## src/rtl/mc_ctrl_fsm_if.sv

```systemverilog
// Control/status bundle between the multicycle MIPS control FSM and its datapath.
// master = control FSM side, slave = datapath side.
interface mc_ctrl_fsm_if #(
  parameter int OPW = 6
);
  logic [OPW-1:0] op;
  logic           zero;
  logic           mem_ready;
  logic           pcen;
  logic           irwrite;
  logic           regwrite;
  logic           memwrite;
  logic           iord;
  logic           alusrca;
  logic [1:0]     alusrcb;
  logic [1:0]     pcsrc;
  logic           regdst;
  logic           memtoreg;
  logic [1:0]     aluop;
  logic           illegal_op;
  logic           mem_err;

  modport master (
    input  op, zero, mem_ready,
    output pcen, irwrite, regwrite, memwrite, iord, alusrca, alusrcb,
           pcsrc, regdst, memtoreg, aluop, illegal_op, mem_err
  );

  modport slave (
    output op, zero, mem_ready,
    input  pcen, irwrite, regwrite, memwrite, iord, alusrca, alusrcb,
           pcsrc, regdst, memtoreg, aluop, illegal_op, mem_err
  );
endinterface

```

## src/rtl/mc_ctrl_fsm.sv

```systemverilog
// Main control FSM of the multicycle MIPS CPU, with mem_ready wait/timeout handling.
// Optional macro MC_BNE_EN adds bne (op 0x05) support via a BNEEX state.
module mc_ctrl_fsm #(
  parameter int OPW         = 6,
  parameter int MEM_TIMEOUT = 16
) (
  input  logic         clk,
  input  logic         reset,
  mc_ctrl_fsm_if.master bus
);

  localparam logic [OPW-1:0] OP_RTYPE = OPW'(6'h00);
  localparam logic [OPW-1:0] OP_J     = OPW'(6'h02);
  localparam logic [OPW-1:0] OP_BEQ   = OPW'(6'h04);
  localparam logic [OPW-1:0] OP_BNE   = OPW'(6'h05);
  localparam logic [OPW-1:0] OP_ADDI  = OPW'(6'h08);
  localparam logic [OPW-1:0] OP_LW    = OPW'(6'h23);
  localparam logic [OPW-1:0] OP_SW    = OPW'(6'h2B);

  typedef enum logic [3:0] {
    S_FETCH   = 4'd0,
    S_DECODE  = 4'd1,
    S_MEMADR  = 4'd2,
    S_MEMRD   = 4'd3,
    S_MEMWB   = 4'd4,
    S_MEMWR   = 4'd5,
    S_RTYPEEX = 4'd6,
    S_RTYPEWB = 4'd7,
    S_BEQEX   = 4'd8,
    S_ADDIEX  = 4'd9,
    S_ADDIWB  = 4'd10,
    S_JEX     = 4'd11
`ifdef MC_BNE_EN
    , S_BNEEX = 4'd12
`endif
  } state_t;

  state_t     r_state;
  state_t     w_next;
  logic       w_illegal;
  logic [7:0] r_wait_cnt;
  logic       r_illegal_op;
  logic       r_mem_err;
  logic       w_waiting;
  logic       w_timeout;

  logic       w_pcen, w_irwrite, w_regwrite, w_memwrite;
  logic       w_iord, w_alusrca, w_regdst, w_memtoreg;
  logic [1:0] w_alusrcb, w_pcsrc, w_aluop;

  always_ff @(posedge clk) begin
    if (reset) r_state <= S_FETCH;
    else       r_state <= w_next;
  end

  always_comb begin
    w_next    = r_state;
    w_illegal = 1'b0;
    case (r_state)
      S_FETCH:   if (bus.mem_ready) w_next = S_DECODE;
      S_DECODE: begin
        if      (bus.op == OP_LW || bus.op == OP_SW) w_next = S_MEMADR;
        else if (bus.op == OP_RTYPE)                 w_next = S_RTYPEEX;
        else if (bus.op == OP_BEQ)                   w_next = S_BEQEX;
        else if (bus.op == OP_ADDI)                  w_next = S_ADDIEX;
        else if (bus.op == OP_J)                     w_next = S_JEX;
`ifdef MC_BNE_EN
        else if (bus.op == OP_BNE)                   w_next = S_BNEEX;
`endif
        else begin
          w_next    = S_FETCH;
          w_illegal = 1'b1;
        end
      end
      S_MEMADR:  w_next = (bus.op == OP_LW) ? S_MEMRD : S_MEMWR;
      S_MEMRD:   if (bus.mem_ready) w_next = S_MEMWB;
      S_MEMWB:   w_next = S_FETCH;
      S_MEMWR:   if (bus.mem_ready) w_next = S_FETCH;
      S_RTYPEEX: w_next = S_RTYPEWB;
      S_RTYPEWB: w_next = S_FETCH;
      S_BEQEX:   w_next = S_FETCH;
      S_ADDIEX:  w_next = S_ADDIWB;
      S_ADDIWB:  w_next = S_FETCH;
      S_JEX:     w_next = S_FETCH;
`ifdef MC_BNE_EN
      S_BNEEX:   w_next = S_FETCH;
`endif
      default:   w_next = S_FETCH;
    endcase
  end

  always_comb begin
    w_pcen     = 1'b0;
    w_irwrite  = 1'b0;
    w_regwrite = 1'b0;
    w_memwrite = 1'b0;
    w_iord     = 1'b0;
    w_alusrca  = 1'b0;
    w_alusrcb  = 2'b00;
    w_pcsrc    = 2'b00;
    w_regdst   = 1'b0;
    w_memtoreg = 1'b0;
    w_aluop    = 2'b00;
    case (r_state)
      S_FETCH: begin
        w_alusrcb = 2'b01;
        w_irwrite = bus.mem_ready;
        w_pcen    = bus.mem_ready;
      end
      S_DECODE:  w_alusrcb = 2'b11;
      S_MEMADR: begin
        w_alusrca = 1'b1;
        w_alusrcb = 2'b10;
      end
      S_MEMRD:   w_iord = 1'b1;
      S_MEMWB: begin
        w_regwrite = 1'b1;
        w_memtoreg = 1'b1;
      end
      S_MEMWR: begin
        w_iord     = 1'b1;
        w_memwrite = 1'b1;
      end
      S_RTYPEEX: begin
        w_alusrca = 1'b1;
        w_aluop   = 2'b10;
      end
      S_RTYPEWB: begin
        w_regwrite = 1'b1;
        w_regdst   = 1'b1;
      end
      S_BEQEX: begin
        w_alusrca = 1'b1;
        w_aluop   = 2'b01;
        w_pcsrc   = 2'b01;
        w_pcen    = bus.zero;
      end
      S_ADDIEX: begin
        w_alusrca = 1'b1;
        w_alusrcb = 2'b10;
      end
      S_ADDIWB:  w_regwrite = 1'b1;
      S_JEX: begin
        w_pcsrc = 2'b10;
        w_pcen  = 1'b1;
      end
`ifdef MC_BNE_EN
      S_BNEEX: begin
        w_alusrca = 1'b1;
        w_aluop   = 2'b01;
        w_pcsrc   = 2'b01;
        w_pcen    = ~bus.zero;
      end
`endif
      default: ;
    endcase
  end

  // A completing access (mem_ready) always beats a timeout in the same cycle.
  assign w_waiting = (r_state == S_FETCH || r_state == S_MEMRD || r_state == S_MEMWR)
                     && !bus.mem_ready;
  assign w_timeout = w_waiting && (r_wait_cnt == 8'(MEM_TIMEOUT - 1));

  always_ff @(posedge clk) begin
    if (reset) begin
      r_wait_cnt   <= '0;
      r_illegal_op <= 1'b0;
      r_mem_err    <= 1'b0;
    end else begin
      if (w_timeout) begin
        r_wait_cnt <= '0;
        r_mem_err  <= 1'b1;
      end else if (w_waiting) begin
        r_wait_cnt <= r_wait_cnt + 8'd1;
      end else begin
        r_wait_cnt <= '0;
      end
      if (w_illegal) r_illegal_op <= 1'b1;
    end
  end

  assign bus.pcen       = w_pcen     & ~reset;
  assign bus.irwrite    = w_irwrite  & ~reset;
  assign bus.regwrite   = w_regwrite & ~reset;
  assign bus.memwrite   = w_memwrite & ~reset;
  assign bus.iord       = w_iord;
  assign bus.alusrca    = w_alusrca;
  assign bus.alusrcb    = w_alusrcb;
  assign bus.pcsrc      = w_pcsrc;
  assign bus.regdst     = w_regdst;
  assign bus.memtoreg   = w_memtoreg;
  assign bus.aluop      = w_aluop;
  assign bus.illegal_op = r_illegal_op;
  assign bus.mem_err    = r_mem_err;

endmodule
```

## src/flat_wrapper.sv

```systemverilog
// flat-port wrapper written by rule: the top's interface ports become plain ports
module mc_ctrl_fsm_flat 
#(
  parameter int OPW         = 6,
  parameter int MEM_TIMEOUT = 16
)
  (clk, reset, bus_op, bus_zero, bus_mem_ready, bus_pcen, bus_irwrite, bus_regwrite, bus_memwrite, bus_iord, bus_alusrca, bus_alusrcb, bus_pcsrc, bus_regdst, bus_memtoreg, bus_aluop, bus_illegal_op, bus_mem_err);
  mc_ctrl_fsm_if #(.OPW(OPW)) bus_i ();
  input  logic clk;
  input  logic reset;
  input wire logic [$bits(bus_i.op)-1:0] bus_op;
  input wire logic [$bits(bus_i.zero)-1:0] bus_zero;
  input wire logic [$bits(bus_i.mem_ready)-1:0] bus_mem_ready;
  output wire logic [$bits(bus_i.pcen)-1:0] bus_pcen;
  output wire logic [$bits(bus_i.irwrite)-1:0] bus_irwrite;
  output wire logic [$bits(bus_i.regwrite)-1:0] bus_regwrite;
  output wire logic [$bits(bus_i.memwrite)-1:0] bus_memwrite;
  output wire logic [$bits(bus_i.iord)-1:0] bus_iord;
  output wire logic [$bits(bus_i.alusrca)-1:0] bus_alusrca;
  output wire logic [$bits(bus_i.alusrcb)-1:0] bus_alusrcb;
  output wire logic [$bits(bus_i.pcsrc)-1:0] bus_pcsrc;
  output wire logic [$bits(bus_i.regdst)-1:0] bus_regdst;
  output wire logic [$bits(bus_i.memtoreg)-1:0] bus_memtoreg;
  output wire logic [$bits(bus_i.aluop)-1:0] bus_aluop;
  output wire logic [$bits(bus_i.illegal_op)-1:0] bus_illegal_op;
  output wire logic [$bits(bus_i.mem_err)-1:0] bus_mem_err;
  assign bus_i.op = bus_op;
  assign bus_i.zero = bus_zero;
  assign bus_i.mem_ready = bus_mem_ready;
  assign bus_pcen = bus_i.pcen;
  assign bus_irwrite = bus_i.irwrite;
  assign bus_regwrite = bus_i.regwrite;
  assign bus_memwrite = bus_i.memwrite;
  assign bus_iord = bus_i.iord;
  assign bus_alusrca = bus_i.alusrca;
  assign bus_alusrcb = bus_i.alusrcb;
  assign bus_pcsrc = bus_i.pcsrc;
  assign bus_regdst = bus_i.regdst;
  assign bus_memtoreg = bus_i.memtoreg;
  assign bus_aluop = bus_i.aluop;
  assign bus_illegal_op = bus_i.illegal_op;
  assign bus_mem_err = bus_i.mem_err;
  mc_ctrl_fsm #(.OPW(OPW), .MEM_TIMEOUT(MEM_TIMEOUT)) u_core (.clk(clk), .reset(reset), .bus(bus_i));
endmodule
```

## config.mk

```make
export PLATFORM = sky130hd
export DESIGN_NAME = mc_ctrl_fsm_flat
export DESIGN_NICKNAME = d
export VERILOG_FILES = /design/src/rtl/mc_ctrl_fsm_if.sv /design/src/rtl/mc_ctrl_fsm.sv /design/src/flat_wrapper.sv
export SDC_FILE = /design/constraint.sdc
export NUM_CORES = 1
export LEC_CHECK = 0
export ABC_AREA = 1
export BUFFER_PORTS_ARGS = -buffer_cell sky130_fd_sc_hd__buf_2
export CAP_MARGIN = 20
export CORE_MARGIN = 5
export CORE_UTILIZATION = 54
export DETAILED_ROUTE_END_ITERATION = 16
export GPL_TIMING_DRIVEN = 0
export PLACE_DENSITY_LB_ADDON = 0.05
export SLEW_MARGIN = 40
export SYNTH_ARGS = -nofsm -noshare
export SYNTH_HDL_FRONTEND = slang
export SYNTH_SLANG_ARGS = --single-unit
export TNS_END_PERCENT = 1
```

## constraint.sdc

```tcl
create_clock -name clk -period 2.3 [get_ports clk]
set_input_delay 0 -clock clk [delete_from_list [all_inputs] [get_ports clk]]
set_output_delay 0 -clock clk [all_outputs]
set_load 0.005 [all_outputs]
```

==> reports/metrics.yaml <==
sta:
  final-hold-violation-count: 0
  fin_skew_ns: 0.00525
  fin_crit_sh_pct: 68.3
  tightestPinTransition_ns: 0.343
  tns_ns: 0
  slew_headroom_pct: 77.0
  min_period_ns: 1.57
  rsz0062_at_grt: "false"
  finalMaxSlewViolations: 0
  max_freq_ghz: 0.636
  setup_viol: 0
clocking:
  h-tree-depth: 1
  cts.reportedPaths.clkPinSlew_ns: 0.08
  cts_tree: "built"
  cts_resized: 0
  insertion_delay_ns: 0.27
  cts_buffer_depth: 2
  cts_inserted_buffers: 3
  cts.sinks: 14
  cts_root_buf: "clkbuf_4"
worst_setup_path:
  worstPathRequired_ns: 2.30
  cp_data_arrival_time_ns: 1.57
  cpMostUsedCell: "inv_1"
  cp_slowest_cell: "dfxtp_1"
  path_class: "register to primary output"
  crit_path_start_kind: "register"
  crit_family: "simple AND/OR/NAND/NOR gates"
  crit_path_end_kind: "primary output"
  slowest_delay_ns: 0.42
  cp_max_fo: 5
  worst-path-buf-inv: 4
  r2r_setup_slack_ns: 0.92
  crit_chain: "inv_1 -> nand2_1 -> inv_1 -> nand2_1 -> inv_1 -> or3_1 -> buf_2"
global_routing:
  grt_pass1_vias: 923
  track_usage_pct: 16.7
  grt_pass1_wl_mm: 3.40
  antenna_found_initial: 0
  grt_max_degree: 9
  grt-ovfl-total: 0
logic_synthesis:
  syn_inst: 160
  seq_area_frac_synth_pct: 29.7
  yosysUniqueCellTypes: 22
  synth_warnings: 0
  netlist_area_um2: 942
  avgSynthCellArea_um2: 5.89
  synth.net_count: 171
  ys_ff_latch: 14
placement:
  gp_congestion: 0.841
  dpl_cell_area_mm2: 0.00108
  dp_hpwl_mm: 1.67
  portBuffers: 24
die:
  die_y_um: 51.8
  row_count: 15
  pin_count: 26
  fp.coreArea_mm2: 0.00169
  initial_utilization_pct: 55.8
  dieArea_mm2: 0.00268
  die_x_um: 51.8
power_and_ir_drop:
  fin_total_pwr_mw: 0.537
  p_per_area_mw_per_mm2: 475
  p_leak_nw: 0.624
  peakVddDrop_uv: 369
drt:
  vias_per_cell: 5.11
  vias: 1052
  first_pass_iters: 4
  drt_iter0_markers: 42
  wirelength_mm: 2.06
  ant_nets: 0
  drc: 0
  wl_per_cell_um: 9.99
final_layout:
  drive_gt1_share_pct: 18.5
  finalCoreUtilization_pct: 66.9
  multi_input_area_um2: 549
  final_area_mm2: 0.00113
  syn2layout_area_growth_pct: 19.9
  ff_latch_area_um2: 280
  fin_nets: 201
  fillers: 182
  n_antenna_cell: 0
run:
  drv_cap: 0
worst_hold_path:
  hold_class: "input pin to register"
run_status:
  status: "finished clean"
==> worst register-to-register path: stages, from the launching register on <==
cell     delay [ns]
dfxtp_1        0.38
nor2_2         0.29
nand2_1        0.15
nand3_2        0.10
nand2_2        0.06
nor2_4         0.14
nand2_4        0.10
nor2_1         0.10
==> routing by layer <==
metal | global-route usage [%] | wire (um) | share of wire, %
met5 | 0 | 0 | 0
met4 | 3.93 | 17 | 0.83
met3 | 5.16 | 145 | 7.0
met2 | 30.1 | 945 | 46
met1 | 19.0 | 949 | 46
==> state kept, by name, indices dropped and copies added, names as in the netlist <==
register               cells
u_core.r_state             4
u_core.bus.mem_err         1
u_core.r_wait_cnt          8
u_core.bus.illegal_op      1
==> cell families (layout without fill, tap and decap cells) <==
family                   count (synthesis)  after routing  synth area share [%]
AO/OA/AOI/OAI                            7              7                  4.12
XOR/XNOR                                 6              6                  5.58
adder cells (fa/ha/maj)                  1              1                  1.33
AND/OR/NAND/NOR                        103            103                  47.3
buffers and inverters                   29             58                  12.0
flip-flops                              14             14                  29.7
==> worst paths after layout <==
check	startpoint	end	cells past startpoint
max	u_core.r_state[0]	bus_alusrca	7
min	bus_op[3]	u_core.bus.illegal_op	5
max reg2reg	u_core.r_state[2]	u_core.r_wait_cnt[6]	7
min reg2reg	u_core.bus.illegal_op	u_core.bus.illegal_op	2
==> cells in the mapped netlist <==
master	count	area [um^2]
buf_4	1	7.51
inv_2	1	3.75
o31ai_1	1	7.51
xnor2_1	1	8.76
ha_1	1	12.5
nand2_2	1	6.26
or3_1	1	6.26
a31oi_1	1	6.26
o21ai_0	1	5.00
nor2_1	37	139
nor2_4	1	11.3
nand3_2	1	10.0
xor2_1	5	43.8
nand3_1	20	100
inv_1	27	101
nand2_4	1	11.3
nand4_1	1	6.26
nor3_1	2	10.0
dfxtp_1	14	280
a21oi_1	4	20.0
nor2_2	1	6.26
nand2_1	37	139
==> through the flow <==
| stage | hold slack, ns | setup slack, ns | cells |
|---|---|---|---|
| 2_1_floorplan | 0.117 | 1.18 | 160 |
| 3_3_place_gp | 0.255 | 1.01 | 201 |
| 3_5_place_dp | 0.264 | 0.959 | 201 |
| 4_1_cts | 0.131 | 0.732 | 206 |
| 5_1_grt | 0.170 | 0.601 | 206 |
| 6_report | 0.132 | 0.728 | 206 |
==> cell usage in the layout (no fill, tap or decap), types with 2 or more instances in the layout <==
| cell type | netlist | routed |
|---|---|---|
| inv_1 | 27 | 27 |
| nand2_1 | 37 | 37 |
| clkbuf_4 | 0 | 3 |
| nor3_1 | 2 | 2 |
| nor2_1 | 37 | 37 |
| xor2_1 | 5 | 5 |
| nand3_1 | 20 | 20 |
| dfxtp_1 | 14 | 14 |
| a21oi_1 | 4 | 4 |
| buf_2 | 0 | 24 |
==> layout make-up <==
type	instances	share of cell area (%)
inverters	28	9.30
well taps	17	1.88
plain buffers	1	0.664
repair buffers	25	11.5
flip-flops and latches	14	24.8
clock buffers	4	3.21
multi-input cells	117	48.6
==> where the power goes <==
group	internal (mW)	total, mW	switching, mW
Sequential	0.251	0.260	0.00865
Clock	0.0961	0.170	0.0742
Combinational	0.0412	0.106	0.0652
Total	0.389	0.537	0.148
==> repair_timing <==
action                                 in CTS  in global routing
endpoints found under the hold margin       3                  0
hold buffers                                1                  0
setup buffers                               0                  0
(Power assumes the default switching activity.)
